### src/rtl/uart_bus_pkg.sv
// Shared constants and state types for the UART-driven bus initiator and its byte PHY.
package uart_bus_pkg;

   localparam int CLK_DIV_DEFAULT = 868;

   localparam logic [7:0] CMD_WRITE = 8'h57;
   localparam logic [7:0] CMD_READ  = 8'h52;
   localparam logic [7:0] RSP_OK    = 8'h4B;
   localparam logic [7:0] RSP_ERR   = 8'h45;
   localparam logic [7:0] RSP_UNK   = 8'h3F;

   typedef enum logic [2:0] {IDLE, ADDR, DATA, BUS, WAIT, RESP} state_t;
   typedef enum logic [1:0] {RX_IDLE, RX_START, RX_DATA, RX_STOP} rx_state_t;
   typedef enum logic       {TX_IDLE, TX_SEND} tx_state_t;

   typedef struct packed {
      state_t    cmd;
      rx_state_t rx;
      tx_state_t tx;
   } dbg_t;

endpackage

### src/rtl/uart_bus_master_phy.sv
// 8N1 byte receiver and transmitter; one rx_valid pulse per good byte, rx_frame_err pulse on a bad stop bit.
module uart_phy
   import uart_bus_pkg::*;
#(
   parameter int CLK_DIV = CLK_DIV_DEFAULT
) (
   input  logic       clk,
   input  logic       rst_n,
   input  logic       rxd,
   output logic       txd,
   output logic       rx_valid,
   output logic [7:0] rx_data,
   output logic       rx_frame_err,
   input  logic       tx_start,
   input  logic [7:0] tx_data,
   output logic       tx_busy,
   output rx_state_t  rx_state,
   output tx_state_t  tx_state
);

   localparam int CW = $clog2(CLK_DIV);
   localparam logic [CW-1:0] BIT_END  = CW'(CLK_DIV - 1);
   localparam logic [CW-1:0] HALF_END = CW'(CLK_DIV / 2 - 1);

   logic [1:0]    rx_sync;
   logic          rx_prev;
   logic          rx_in;
   rx_state_t     rx_state_n;
   logic [CW-1:0] rx_cnt, rx_cnt_n;
   logic [2:0]    rx_bit, rx_bit_n;
   logic [7:0]    rx_shift, rx_shift_n;
   logic          rx_valid_n, rx_err_n;

   tx_state_t     tx_state_n;
   logic [CW-1:0] tx_cnt, tx_cnt_n;
   logic [3:0]    tx_bit, tx_bit_n;
   logic [9:0]    tx_shift, tx_shift_n;

   assign rx_in   = rx_sync[1];
   assign rx_data = rx_shift;
   assign tx_busy = (tx_state == TX_SEND);
   assign txd     = (tx_state == TX_SEND) ? tx_shift[0] : 1'b1;

   always_ff @(posedge clk or negedge rst_n) begin
      if (!rst_n) begin
         rx_sync      <= 2'b11;
         rx_prev      <= 1'b1;
         rx_state     <= RX_IDLE;
         rx_cnt       <= '0;
         rx_bit       <= '0;
         rx_shift     <= '0;
         rx_valid     <= 1'b0;
         rx_frame_err <= 1'b0;
         tx_state     <= TX_IDLE;
         tx_cnt       <= '0;
         tx_bit       <= '0;
         tx_shift     <= '1;
      end else begin
         rx_sync      <= {rx_sync[0], rxd};
         rx_prev      <= rx_in;
         rx_state     <= rx_state_n;
         rx_cnt       <= rx_cnt_n;
         rx_bit       <= rx_bit_n;
         rx_shift     <= rx_shift_n;
         rx_valid     <= rx_valid_n;
         rx_frame_err <= rx_err_n;
         tx_state     <= tx_state_n;
         tx_cnt       <= tx_cnt_n;
         tx_bit       <= tx_bit_n;
         tx_shift     <= tx_shift_n;
      end
   end

   // Start bit is re-checked at mid-bit so a glitch on RXD does not open a frame.
   always_comb begin
      rx_state_n = rx_state;
      rx_cnt_n   = rx_cnt + 1'b1;
      rx_bit_n   = rx_bit;
      rx_shift_n = rx_shift;
      rx_valid_n = 1'b0;
      rx_err_n   = 1'b0;
      case (rx_state)
         RX_IDLE: begin
            rx_cnt_n = '0;
            if (rx_prev && !rx_in) rx_state_n = RX_START;
         end
         RX_START: begin
            if (rx_cnt == HALF_END) begin
               rx_cnt_n   = '0;
               rx_bit_n   = '0;
               rx_state_n = rx_in ? RX_IDLE : RX_DATA;
            end
         end
         RX_DATA: begin
            if (rx_cnt == BIT_END) begin
               rx_cnt_n   = '0;
               rx_shift_n = {rx_in, rx_shift[7:1]};
               if (rx_bit == 3'd7) rx_state_n = RX_STOP;
               else                rx_bit_n   = rx_bit + 3'd1;
            end
         end
         RX_STOP: begin
            if (rx_cnt == BIT_END) begin
               rx_cnt_n   = '0;
               rx_state_n = RX_IDLE;
               rx_valid_n = rx_in;
               rx_err_n   = !rx_in;
            end
         end
         default: rx_state_n = RX_IDLE;
      endcase
   end

   always_comb begin
      tx_state_n = tx_state;
      tx_cnt_n   = tx_cnt;
      tx_bit_n   = tx_bit;
      tx_shift_n = tx_shift;
      case (tx_state)
         TX_IDLE: begin
            tx_cnt_n = '0;
            tx_bit_n = '0;
            if (tx_start) begin
               tx_shift_n = {1'b1, tx_data, 1'b0};
               tx_state_n = TX_SEND;
            end
         end
         TX_SEND: begin
            tx_cnt_n = tx_cnt + 1'b1;
            if (tx_cnt == BIT_END) begin
               tx_cnt_n   = '0;
               tx_shift_n = {1'b1, tx_shift[9:1]};
               if (tx_bit == 4'd9) tx_state_n = TX_IDLE;
               else                tx_bit_n   = tx_bit + 4'd1;
            end
         end
         default: tx_state_n = TX_IDLE;
      endcase
   end

endmodule

### src/rtl/uart_bus_master.sv
// Host debug initiator: parses 'W'/'R' byte commands from UART and issues single 32-bit bus accesses.
module uart_bus_master
   import uart_bus_pkg::*;
#(
   parameter int CLK_DIV       = CLK_DIV_DEFAULT,
   parameter int FRAME_TIMEOUT = 1000000
) (
   input  logic        clk,
   input  logic        resetn,
   input  logic        RXD,
   output logic        TXD,
   output logic        req,
   output logic [31:0] addr,
   output logic        we,
   output logic [3:0]  be,
   output logic [31:0] wdata,
   input  logic        gnt,
   input  logic        rvalid,
   input  logic [31:0] rdata,
   input  logic        err,
   output logic        busy,
   output dbg_t        dbg
);

   localparam int TW = $clog2(FRAME_TIMEOUT);
   localparam logic [TW-1:0] TMO_END = TW'(FRAME_TIMEOUT - 1);

   logic [1:0]    rst_sync;
   logic          rst_n;
   logic          rx_valid, rx_frame_err, tx_start, tx_busy;
   logic [7:0]    rx_data, tx_data;
   rx_state_t     rx_state;
   tx_state_t     tx_state;

   state_t        state, state_n;
   logic          we_n, req_n;
   logic [1:0]    byte_cnt, byte_cnt_n;
   logic [31:0]   addr_n, wdata_n;
   logic [31:0]   resp_buf, resp_buf_n;
   logic [2:0]    resp_left, resp_left_n;
   logic [TW-1:0] tmo, tmo_n;

   // Assertion is asynchronous; release is synchronised to clk.
   always_ff @(posedge clk or negedge resetn) begin
      if (!resetn) rst_sync <= 2'b00;
      else         rst_sync <= {rst_sync[0], 1'b1};
   end
   assign rst_n = rst_sync[1];

   uart_phy #(.CLK_DIV(CLK_DIV)) u_phy (
      .clk          (clk),
      .rst_n        (rst_n),
      .rxd          (RXD),
      .txd          (TXD),
      .rx_valid     (rx_valid),
      .rx_data      (rx_data),
      .rx_frame_err (rx_frame_err),
      .tx_start     (tx_start),
      .tx_data      (tx_data),
      .tx_busy      (tx_busy),
      .rx_state     (rx_state),
      .tx_state     (tx_state)
   );

   assign be      = 4'hF;
   assign busy    = (state != IDLE);
   assign tx_data = resp_buf[31:24];
   assign dbg     = '{cmd: state, rx: rx_state, tx: tx_state};

   always_ff @(posedge clk or negedge rst_n) begin
      if (!rst_n) begin
         state     <= IDLE;
         we        <= 1'b0;
         req       <= 1'b0;
         byte_cnt  <= '0;
         addr      <= '0;
         wdata     <= '0;
         resp_buf  <= '0;
         resp_left <= '0;
         tmo       <= '0;
      end else begin
         state     <= state_n;
         we        <= we_n;
         req       <= req_n;
         byte_cnt  <= byte_cnt_n;
         addr      <= addr_n;
         wdata     <= wdata_n;
         resp_buf  <= resp_buf_n;
         resp_left <= resp_left_n;
         tmo       <= tmo_n;
      end
   end

   // Bus handshake: req holds addr/we/wdata/be stable until gnt is sampled high with req;
   // the response is rvalid (with rdata/err), taken only from the cycle after gnt.
   always_comb begin
      state_n     = state;
      we_n        = we;
      req_n       = req;
      byte_cnt_n  = byte_cnt;
      addr_n      = addr;
      wdata_n     = wdata;
      resp_buf_n  = resp_buf;
      resp_left_n = resp_left;
      tmo_n       = '0;
      tx_start    = 1'b0;
      case (state)
         IDLE: begin
            if (rx_valid) begin
               if (rx_data == CMD_WRITE || rx_data == CMD_READ) begin
                  we_n       = (rx_data == CMD_WRITE);
                  byte_cnt_n = '0;
                  state_n    = ADDR;
               end else begin
                  resp_buf_n  = {RSP_UNK, 24'h0};
                  resp_left_n = 3'd1;
                  state_n     = RESP;
               end
            end
         end
         ADDR, DATA: begin
            tmo_n = rx_valid ? '0 : tmo + 1'b1;
            if (rx_frame_err) begin
               state_n = IDLE;
            end else if (rx_valid) begin
               byte_cnt_n = byte_cnt + 2'd1;
               if (state == ADDR) addr_n  = {addr[23:0], rx_data};
               else               wdata_n = {wdata[23:0], rx_data};
               if (byte_cnt == 2'd3) state_n = (state == ADDR && we) ? DATA : BUS;
            end else if (tmo == TMO_END) begin
               state_n = IDLE;
            end
         end
         BUS: begin
            if (!req) begin
               req_n = 1'b1;
            end else if (gnt) begin
               req_n   = 1'b0;
               state_n = WAIT;
            end
         end
         WAIT: begin
            if (rvalid) begin
               state_n = RESP;
               if (err) begin
                  resp_buf_n  = {RSP_ERR, 24'h0};
                  resp_left_n = 3'd1;
               end else if (we) begin
                  resp_buf_n  = {RSP_OK, 24'h0};
                  resp_left_n = 3'd1;
               end else begin
                  resp_buf_n  = rdata;
                  resp_left_n = 3'd4;
               end
            end
         end
         RESP: begin
            // Leave only once the last byte's stop bit has gone out.
            if (!tx_busy) begin
               if (resp_left != 3'd0) begin
                  tx_start    = 1'b1;
                  resp_buf_n  = {resp_buf[23:0], 8'h00};
                  resp_left_n = resp_left - 3'd1;
               end else begin
                  state_n = IDLE;
               end
            end
         end
         default: state_n = IDLE;
      endcase
   end

endmodule

### config.mk
export PLATFORM = sky130hd
export DESIGN_NAME = uart_bus_master
export DESIGN_NICKNAME = d
export VERILOG_FILES = /design/src/rtl/uart_bus_pkg.sv /design/src/rtl/uart_bus_master_phy.sv /design/src/rtl/uart_bus_master.sv
export SDC_FILE = /design/constraint.sdc
export NUM_CORES = 1
export LEC_CHECK = 0
export ABC_AREA = 0
export CAP_MARGIN = 20
export CORE_MARGIN = 2
export CORE_UTILIZATION = 55
export CTS_BUF_LIST = sky130_fd_sc_hd__clkbuf_8
export DETAILED_ROUTE_END_ITERATION = 16
export PLACE_DENSITY_LB_ADDON = 0.1
export SLEW_MARGIN = 5
export SYNTH_ARGS = -nofsm -noshare
export SYNTH_HDL_FRONTEND = slang
export SYNTH_SLANG_ARGS = --single-unit
### constraint.sdc
create_clock -name clk -period 6.8 [get_ports clk]
set_input_delay 1.36 -clock clk [delete_from_list [all_inputs] [get_ports clk]]
set_output_delay 1.36 -clock clk [all_outputs]
set_load 0.03 [all_outputs]
==> reports/summary.md, run 1 <==
- **boundary pin count** 116
- **count of unresolved DRC violations after routing** 0
- **area share of the largest cell type after synthesis** 53.0%
- **fraction of the mapped netlist area in simple logic gates** 13.2%
- **fraction of the mapped netlist area in adder cells** 1.74%
- **# Max-Cap Violations** 0
- **width of the die** 124 um
- **ratio of total power to cell area** 200 nW/um^2
- **TritonCTS clock tree** built
- **maximum root-to-sink buffer count** 2
- **PnR worst setup slack** 3.20 ns
- **last element of the critical path** busy
- **Buf/Inv on CP** 1
- **vias per inst** 5.52
- **Layout Cells excl Fill** 982
- **via count of the first global-routing pass** 5,311
- **Final nets** 838
- **predominant post-synthesis flop cell** sky130_fd_sc_hd__dfrtp_1
- **clock slew at the register clock pins of the worst setup and hold paths** 0.09 ns
- **number of buffers inserted by port buffering** 111
- **number of vias in the routed layout** 5,425
- **Pleak** 4.31 nW
- **reg2reg path depth** 4
- **number of CTS-inserted buffers** 17
- **initial core utilization** 56.7%
- **FF-to-FF Start** state[0]
- **required time worst endpoint** 5.44 ns
- **cell area after synthesis** 7930 sq um
- **total global-route track usage** 22.1%
- **post-synthesis xor/xnor area fraction** 4.09%
- **area growth from synthesis to layout** 20.5%
- **floorplan row count** 43
- **time the worst path needs with I/O delays and setup** 3.60 ns
- **number of inserted diodes** 0
- **pin count of the biggest net entering global routing** 84
- **Crit path depth** 2
- **most area-hungry cell type in the Yosys netlist** sky130_fd_sc_hd__dfrtp_1
- **startpoint kind of the worst setup timing path** register
- **combinational family with the most area after synthesis** simple AND/OR/NAND/NOR gates
- **later-pin clock latency in the skew report** 0.46 ns
- **global-route wire length before repair** 26,200 um
- **post-synthesis area per instance** 11.6 sq um
- **final worst path period share** 52.9%
- **mean routed wirelength per cell** 16.3 um
- **setup skew after layout** 0.0127 ns
- **Final Total Pwr** 1.91 mW
- **setup slack of the worst register-to-register path** 4.06 ns
- **Final Hold Vio Count** 0
- **#FFs+latches synth** 180
- **number of clock sinks seen by CTS** 180
- **antenna violations before repair** 0
- **HPWL after DPL** 11,100 um
- **CP startpoint** state[0]
- **synthesized netlist cell count** 686
- **multiplexer area fraction after synthesis** 12.5%
- **number of antenna-violating nets in the routed design** 0
- **share of layout cells above drive strength 1** 16.8%
- **Gates resized, CTS repair** 0
- **result of the run** completed
- **number of different library cells in the post-synthesis netlist** 60
- **largest stage delay on the critical path** 0.63 ns
- **register area** 4520 sq um
- **placed cells** 948
- **DR iter-0 viols** 303
- **total negative setup slack** 0 ns
- **highest clock frequency the design can meet** 278 MHz
- **sequential area share after synthesis** 57.0%
- **setup slack after placement** 3.32 ns
- **RePlAce Congestion** 0.875
- **largest fanout on the critical path** 19
- **Reg-to-Reg End** wdata[21]
- **slew of the pin with the lowest slew margin** 0.907 ns
- **Worst EP arrival** 2.24 ns
- **worst IR drop on VDD** 156 uV
- **area of the core** 14,000 sq um
- **number of filler instances in the final layout** 1,062
- **final wirelength** 16,000 um
- **cell at the root of the clock tree** sky130_fd_sc_hd__clkbuf_8
- **number of iterations in the first detailed-routing pass** 5
- **Hold Crit Class** reg2async
- **Post-synth EDFFs** 0
- **total global routing overflow** 0
- **buffers inserted during post-CTS setup optimization** 0
- **top cells by area in the synthesized netlist** sky130_fd_sc_hd__dfrtp_1 53%, sky130_fd_sc_hd__mux2_2 10%, sky130_fd_sc_hd__dfstp_2 4.0%, sky130_fd_sc_hd__nor2_1 3.1%, sky130_fd_sc_hd__nand2_1 2.9%
- **number of hold buffers added after CTS** 0
- **number of pins exceeding their max-slew limit in the final report** 0
- **area occupied by multi-input gates** 3160 sq um
- **unrepaired setup endpoints after global routing** no
- **cell type of the slowest stage on the worst timing path** sky130_fd_sc_hd__clkdlybuf4s50_1
- **top cell family by delay on the critical path** buffers and inverters
- **Die ar.** 15,400 sq um
- **cell breakdown of the critical path** or3_1 -> clkdlybuf4s50_1
- **die span in y** 124 um
- **proportion of synthesized flip-flops having asynchronous set or reset** 100%
- **synthesized-area fraction occupied by ao, oa, aoi and oai cells** 8.03%
- **Final Setup Violations** 0
- **remaining max-slew budget at the tightest pin** 39.4%
- **type of element capturing the critical path** output port
- **number of H-tree levels** 4
- **Setup Crit Path Kind** reg2out
- **Yosys warning total** 0
## logic make-up (layout without fill, tap and decap cells)
kind of cell    after synthesis  count (layout)
xor+xnor                     37              37
mux                          89              89
simple gates                212             212
fa+ha+maj                    11              11
flops                       180             180
other cells                   1               5
compound gates               98              98
buf+inv                      58             170
## cells in the final DEF, fill, tap and decap left out, types with 3 or more instances in the layout
| cell | count |
|---|---|
| sky130_fd_sc_hd__nand3_1 | 19 |
| sky130_fd_sc_hd__clkinvlp_4 | 5 |
| sky130_fd_sc_hd__a21o_1 | 4 |
| sky130_fd_sc_hd__ha_1 | 11 |
| sky130_fd_sc_hd__nand4_1 | 7 |
| sky130_fd_sc_hd__clkdlybuf4s50_1 | 111 |
| sky130_fd_sc_hd__nor2_1 | 64 |
| sky130_fd_sc_hd__dfrtp_1 | 167 |
| sky130_fd_sc_hd__mux2_2 | 72 |
| sky130_fd_sc_hd__and2_1 | 6 |
| sky130_fd_sc_hd__xnor2_1 | 20 |
| sky130_fd_sc_hd__a21oi_1 | 15 |
| sky130_fd_sc_hd__inv_1 | 19 |
| sky130_fd_sc_hd__dfstp_2 | 12 |
| sky130_fd_sc_hd__conb_1 | 5 |
| sky130_fd_sc_hd__inv_6 | 5 |
| sky130_fd_sc_hd__a22oi_1 | 17 |
| sky130_fd_sc_hd__nand2b_1 | 5 |
| sky130_fd_sc_hd__mux2i_1 | 11 |
| sky130_fd_sc_hd__mux2_1 | 6 |
| sky130_fd_sc_hd__nor3_1 | 5 |
| sky130_fd_sc_hd__a221oi_1 | 3 |
| sky130_fd_sc_hd__o21ai_0 | 39 |
| sky130_fd_sc_hd__buf_4 | 6 |
| sky130_fd_sc_hd__xor2_1 | 17 |
| sky130_fd_sc_hd__nor4_1 | 3 |
| sky130_fd_sc_hd__nand2_1 | 61 |
| sky130_fd_sc_hd__a211oi_1 | 4 |
| sky130_fd_sc_hd__clkbuf_8 | 19 |
| sky130_fd_sc_hd__or3_1 | 7 |
| sky130_fd_sc_hd__and3_1 | 8 |
| sky130_fd_sc_hd__nor3b_1 | 5 |
## through the flow
| stage | hold slack, ns | cell area [sq um] | util (%) |
|---|---|---|---|
| 2_1_floorplan | 0.331 | 7950 | - |
| 3_3_place_gp | 0.328 | 9140 | 65.3 |
| 3_5_place_dp | 0.334 | 9140 | 65.3 |
| 4_1_cts | 0.343 | 9510 | 68.0 |
| 5_1_grt | 0.371 | 9550 | 68.3 |
| 6_report | 0.319 | 9550 | 68.3 |
## cells in the mapped netlist, drive strengths merged (2+ instances only)
master   number
a21oi        15
nor4          4
and2          6
nor2b         2
nor3b         5
nand3b        2
dfstp        12
nor4b         2
o22a          2
o211ai        2
a22oi        17
nor3          6
clkbuf       20
nand4bb       2
or4           2
ha           11
buf          19
a211o         2
nand4b        2
inv          19
nand4         7
nand3        19
xor2         17
nand2b        5
xnor2        20
nor4bb        2
or3           7
a211oi        4
a21o          4
nand2        61
mux2         78
o21ai        39
a221oi        3
nor2         67
and3          8
mux2i        11
a32o          2
dfrtp       168
## cell type report
| class | instances | area share [%] |
|---|---|---|
| timing repair buffer | 119 | 12.5 |
| sequential | 180 | 47.3 |
| clock buffer | 19 | 2.74 |
| inverter | 19 | 0.747 |
| tap | 180 | 2.36 |
| clock inverter | 13 | 1.18 |
| multi-input combinational | 452 | 33.1 |
## report_power, final
group	switching (mW)	internal, mW
combinational	0.0614	0.0547
sequential	0.0245	1.08
clock	0.400	0.283
total	0.486	1.42
## state kept, by name, summed over array words and instances, names as in the netlist, 3 cells and up, named ones only
register	count
addr	32
resp_buf	32
wdata	32
tmo	20
u_phy.rx_cnt	10
u_phy.tx_cnt	10
u_phy.tx_shift	9
u_phy.rx_data	8
u_phy.tx_bit	4
resp_left	3
state	3
u_phy.rx_bit	3
## how the worst min path moves through the flow
stage	from	cells after the start	slack, ns	to
3_5_place_dp	rst_sync[1]	0	0.33	wdata[26]
4_1_cts	rst_sync[1]	0	0.34	wdata[21]
3_3_place_gp	rst_sync[1]	0	0.33	wdata[26]
6_report	rst_sync[1]	0	0.32	wdata[26]
5_1_grt	u_phy.rx_sync[0]	0	0.37	u_phy.rx_sync[1]
2_1_floorplan	rst_sync[0]	0	0.33	rst_sync[1]
## per-layer routing
metal	routed length [um]	GRT usage (%)	vias up
li1	-	-	2578
met4	272	7.87	0
met2	8160	35.9	100
met1	6950	29.2	2726
met3	637	5.04	21
met5	0	0	-
(Power assumes the default switching activity.)
==> run 2: changes to the inputs <==
- clock period: 6.8 -> 3.35 ns (I/O delays scaled with it)
==> reports/summary.md, run 2 (synthesized netlist as in run 1, its figures left out) <==
- **result of the run** completed
- **unrepaired setup endpoints after global routing** no
- **floorplan row count** 43, unchanged
- **worst hold slack after final layout** 0.336 ns, +0.0170 ns
- **area occupied by multi-input gates** 3160 sq um, unchanged
- **boundary pin count** 116, unchanged
- **Setup Crit Path Kind** reg2out
- **vias per inst** 5.57, +0.77%
- **Die ar.** 15,400 sq um, unchanged
- **most common library cell in the layout ignoring fill and taps** sky130_fd_sc_hd__dfrtp_1
- **highest clock frequency the design can meet** 346 MHz
- **largest fanout on the critical path** 19, unchanged
- **setup slack of the worst register-to-register path** 0.80 ns, -3.26 ns
- **mean routed wirelength per cell** 16.5 um, +0.89%
- **final wirelength** 16,200 um, +1.1%
- **placed cells** 951, +0.32%
- **RePlAce Congestion** 0.870, -0.56%
- **Regs by FF count** addr: 32 flops, resp_buf: 32 flops, wdata: 32 flops
- **final worst path period share** 86.4%
- **remaining max-slew budget at the tightest pin** 42.4%, +3.0 points
- **setup skew after layout** 0.0117 ns, -0.00103 ns
- **cell at the root of the clock tree** sky130_fd_sc_hd__clkbuf_8
- **largest stage delay on the critical path** 0.65 ns, +0.02 ns
- **buffers inserted during post-CTS setup optimization** 0, unchanged
- **# Max-Cap Violations** 0, unchanged
- **reg2reg path depth** 5, +1
- **cell type of the slowest stage on the worst timing path** sky130_fd_sc_hd__clkdlybuf4s50_1
- **required time worst endpoint** 2.68 ns, -2.76 ns
- **DR iter-0 viols** 374, +23%
- **ratio of total power to cell area** 408 nW/um^2, +100%
- **Final Setup Violations** 0, unchanged
- **total global routing overflow** 0, unchanged
- **pin count of the biggest net entering global routing** 69, -18%
- **cell breakdown of the critical path** or3_1 -> clkdlybuf4s50_1
- **antenna violations before repair** 0, unchanged
- **number of CTS-inserted buffers** 17, unchanged
- **number of H-tree levels** 4, unchanged
- **number of buffers inserted by port buffering** 111, unchanged
- **type of element capturing the critical path** output port
- **number of hold buffers added after CTS** 0, unchanged
- **area growth from synthesis to layout** 20.8%
- **die span in y** 124 um, unchanged
- **total global-route track usage** 22.7%, +0.67 points
- **clock slew at the register clock pins of the worst setup and hold paths** 0.09 ns, about the same
- **via count of the first global-routing pass** 5,551, +4.5%
- **initial core utilization** 56.7%, unchanged
- **number of iterations in the first detailed-routing pass** 5, unchanged
- **startpoint kind of the worst setup timing path** register
- **slew of the pin with the lowest slew margin** 0.856 ns, -0.0504 ns
- **area of the core** 14,000 sq um, unchanged
- **Layout Cells excl Fill** 984, +0.20%
- **commonest cells after routing, fill and taps aside** 167 x sky130_fd_sc_hd__dfrtp_1, 111 x sky130_fd_sc_hd__clkdlybuf4s50_1, 72 x sky130_fd_sc_hd__mux2_2
- **Pleak** 4.33 nW, +0.55%
- **maximum root-to-sink buffer count** 2, unchanged
- **width of the die** 124 um, unchanged
- **TritonCTS clock tree** built
- **FF-to-FF Start** state[0]
- **number of antenna-violating nets in the routed design** 0, unchanged
- **worst IR drop on VDD** 319 uV, +100%
- **Reg-to-Reg End** state[0]
- **Worst EP arrival** 2.22 ns, -0.02 ns
- **number of pins exceeding their max-slew limit in the final report** 0, unchanged
- **number of inserted diodes** 0, unchanged
- **count of unresolved DRC violations after routing** 0, unchanged
- **register area** 4520 sq um, unchanged
- **number of filler instances in the final layout** 1,087, +2.4%
- **Gates resized, CTS repair** 0, unchanged
- **Hold Crit Class** reg2async
- **total negative setup slack** 0 ns, unchanged
- **Final Hold Vio Count** 0, unchanged
- **time the worst path needs with I/O delays and setup** 2.89 ns
- **number of vias in the routed layout** 5,478, +0.98%
- **HPWL after DPL** 11,200 um, +1.0%
- **share of layout cells above drive strength 1** 17.0%, +0.21 points
- **later-pin clock latency in the skew report** 0.48 ns, +0.02 ns
- **global-route wire length before repair** 26,900 um, +2.8%
- **Final nets** 840, +0.24%
- **number of clock sinks seen by CTS** 180, unchanged
[run 2: final cells by class]
class	instances	share of cell area [%]
inverter	19	0.744
clock buffer	17	2.44
tap	180	2.35
multi-input combinational	452	33.0
sequential	180	47.2
clock inverter	15	1.51
timing repair buffer	121	12.8
[run 2: worst max path at each step]
stage	slack [ns]	cells after the start	startpoint	to
3_3_place_gp	0.75	7	rvalid	resp_buf[16]
4_1_cts	0.43	2	state[0]	busy
6_report	0.46	2	state[0]	busy
3_5_place_dp	0.58	5	u_phy.rx_data[5]	resp_buf[5]
5_1_grt	0.35	2	state[2]	busy
2_1_floorplan	0.39	0	rst_sync[1]	async pin
[run 2: power breakdown]
group | leakage, nW | switching [mW] | internal, mW
logic | 1.73 | 0.126 | 0.111
registers | 2.42 | 0.0503 | 2.20
clock network | 0.184 | 0.814 | 0.605
total | 4.33 | 0.991 | 2.92
[run 2: critical path, delay by kind of cell, from the launching register on]
kind,cells,cell delay (ns)
DFF,1,0.59
and+or+nand+nor,1,0.51
buffers and inverters,1,0.65
[run 2: per-stage QoR]
step	utilization, %	instance area (sq um)	setup slack (ns)	power [mW]
final	68.5	9580	0.457	3.91
after detailed placement	65.7	9180	0.578	2.54
after floorplan	-	7950	0.389	2.42
after global routing	68.5	9580	0.353	4.09
after CTS	68.4	9560	0.430	3.96
after global placement	65.7	9180	0.749	2.53
[run 2: per-layer routing]
metal / vias to the layer above / track usage [%] / routed length [um]
met4: 0 / 7.58 / 227
met3: 21 / 6.91 / 737
met5: - / 0 / 0
met2: 128 / 37.6 / 8240
met1: 2746 / 28.6 / 6980
li1: 2583 / - / -
==> run 3: changes to the inputs <==
- clock period: 3.35 -> 2.8 ns (I/O delays scaled with it)
==> reports/summary.md, run 3 (synthesized netlist as in run 1, its figures left out) <==
- **result of the run** completed
- **met1 wire length** 6910 um, -1.1%
- **Reg-to-Reg End** resp_buf[8]
- **Final Setup Violations** 0, unchanged
- **Die ar.** 15,400 sq um, unchanged
- **Setup Crit Path Kind** reg2out
- **mean routed wirelength per cell** 16.2 um, -1.4%
- **highest metal used** met4
- **remaining max-slew budget at the tightest pin** 43.1%, +0.70 points
- **clock slew at the register clock pins of the worst setup and hold paths** 0.09 ns, about the same
- **RePlAce Congestion** 0.838, -3.7%
- **boundary pin count** 116, unchanged
- **vias per inst** 5.49, -1.4%
- **placed cells** 955, +0.42%
- **worst hold slack after final layout** 0.240 ns, -0.0962 ns
- **floorplan row count** 43, unchanged
- **via count of the first global-routing pass** 5,364, -3.4%
- **ratio of total power to cell area** 495 nW/um^2, +21%
- **Pleak** 4.37 nW, +1.0%
- **total global routing overflow** 0, unchanged
- **# Max-Cap Violations** 0, unchanged
- **HPWL after DPL** 11,200 um, +0.14%
- **Layout Cells excl Fill** 987, +0.30%
- **area of the core** 14,000 sq um, unchanged
- **number of iterations in the first detailed-routing pass** 5, unchanged
- **slew of the pin with the lowest slew margin** 0.850 ns, -0.00671 ns
- **initial core utilization** 56.7%, unchanged
- **startpoint kind of the worst setup timing path** register
- **time the worst path needs with I/O delays and setup** 2.71 ns
- **worst IR drop on VDD** 475 uV, +49%
- **unrepaired setup endpoints after global routing** no
- **number of CTS-inserted buffers** 17, unchanged
- **Worst EP arrival** 2.15 ns, -0.07 ns
- **required time worst endpoint** 2.24 ns, -0.44 ns
- **setup slack of the worst register-to-register path** 0.32 ns, -0.48 ns
- **number of clock sinks seen by CTS** 180, unchanged
- **largest fanout on the critical path** 10, -9
- **Final Total Pwr** 4.78 mW, +22%
- **cell at the root of the clock tree** sky130_fd_sc_hd__clkbuf_8
- **final worst path period share** 96.7%
- **TritonCTS clock tree** built
- **buffers inserted during post-CTS setup optimization** 0, unchanged
- **total negative setup slack** 0 ns, unchanged
- **most common library cell in the layout ignoring fill and taps** sky130_fd_sc_hd__dfrtp_1
- **number of vias in the routed layout** 5,420, -1.1%
- **Regs by FF count** addr: 32 flops, resp_buf: 32 flops, wdata: 32 flops
- **number of antenna-violating nets in the routed design** 0, unchanged
- **count of unresolved DRC violations after routing** 0, unchanged
- **number of buffers inserted by port buffering** 111, unchanged
- **number of pins exceeding their max-slew limit in the final report** 0, unchanged
- **met2 wire length** 8270 um, +0.40%
- **global-route wire length before repair** 26,200 um, -2.5%
- **total global-route track usage** 22.2%, -0.57 points
- **width of the die** 124 um, unchanged
- **Hold Crit Class** in2async
- **commonest cells after routing, fill and taps aside** 167 x sky130_fd_sc_hd__dfrtp_1, 111 x sky130_fd_sc_hd__clkdlybuf4s50_1, 72 x sky130_fd_sc_hd__mux2_2
- **FF-to-FF Start** u_phy.rx_data[6]
- **number of H-tree levels** 4, unchanged
- **DR iter-0 viols** 406, +8.6%
- **highest clock frequency the design can meet** 369 MHz
- **share of layout cells above drive strength 1** 17.3%, +0.31 points
- **maximum root-to-sink buffer count** 2, unchanged
- **pin count of the biggest net entering global routing** 77, +12%
- **area growth from synthesis to layout** 21.8%
- **final wirelength** 16,000 um, -1.1%
- **reg2reg path depth** 5, unchanged
- **Final nets** 843, +0.36%
- **later-pin clock latency in the skew report** 0.48 ns, about the same
- **number of hold buffers added after CTS** 0, unchanged
- **Final Hold Vio Count** 0, unchanged
- **setup skew after layout** 0.0128 ns, +0.00110 ns
- **die span in y** 124 um, unchanged
- **WL met3** 569 um, -23%
- **Gates resized, CTS repair** 0, unchanged
- **number of inserted diodes** 0, unchanged
- **antenna violations before repair** 0, unchanged
- **type of element capturing the critical path** output port
## run 3: cell types whose count changed in the layout (fill, tap and decap cells not counted), sizes merged
cell      previous run  this run
clkinvlp             4         1
buf                 10        13
inv                 26        28
clkinv               3         4
## run 3: layer usage
metal  vias to the layer above  track usage (%)
met4                         0             8.57
met5                         -                0
met1                      2739             28.4
met3                        18             5.72
li1                       2589                -
met2                        74             36.3
## run 3: metrics by stage
stage               utilization, %  setup slack, ns  area [sq um]
floorplan                        -            0.708          7950
global placement              66.0            0.444          9240
detailed placement            66.0            0.317          9240
CTS                           69.0           0.0623          9660
global route                  69.0           0.0221          9660
finish                        69.0           0.0929          9660
## run 3: critical path: stages, from the launching register on
cell	delay, ns
sky130_fd_sc_hd__dfrtp_1	0.51
sky130_fd_sc_hd__or3_1	0.53
sky130_fd_sc_hd__clkdlybuf4s50_1	0.64
## run 3: how the worst max path moves through the flow
stage                startpoint           to  slack [ns]  cells after the start
4_1_cts                state[1]         busy        0.06                      2
5_1_grt                state[1]         busy        0.02                      2
3_5_place_dp   u_phy.rx_data[5]  resp_buf[8]        0.32                      5
6_report               state[1]         busy        0.09                      2
3_3_place_gp   u_phy.rx_data[5]  resp_buf[3]        0.44                      5
2_1_floorplan          state[1]     wdata[0]        0.71                      6
## run 3: layout make-up
cell class                      instances  area (sq um)
Tap cell                              180           225
Multi-Input combinational cell        452          3160
Inverter                               19          71.3
Fill cell                            1040          4330
Sequential cell                       180          4520
Clock inverter                         15           184
Timing Repair Buffer                  124          1260
Clock buffer                           17           234
## run 3: power breakdown
part	switching, mW	internal, mW	total (mW)
Sequential	0.0589	2.63	2.69
Combinational	0.149	0.132	0.281
Clock	1.05	0.763	1.81
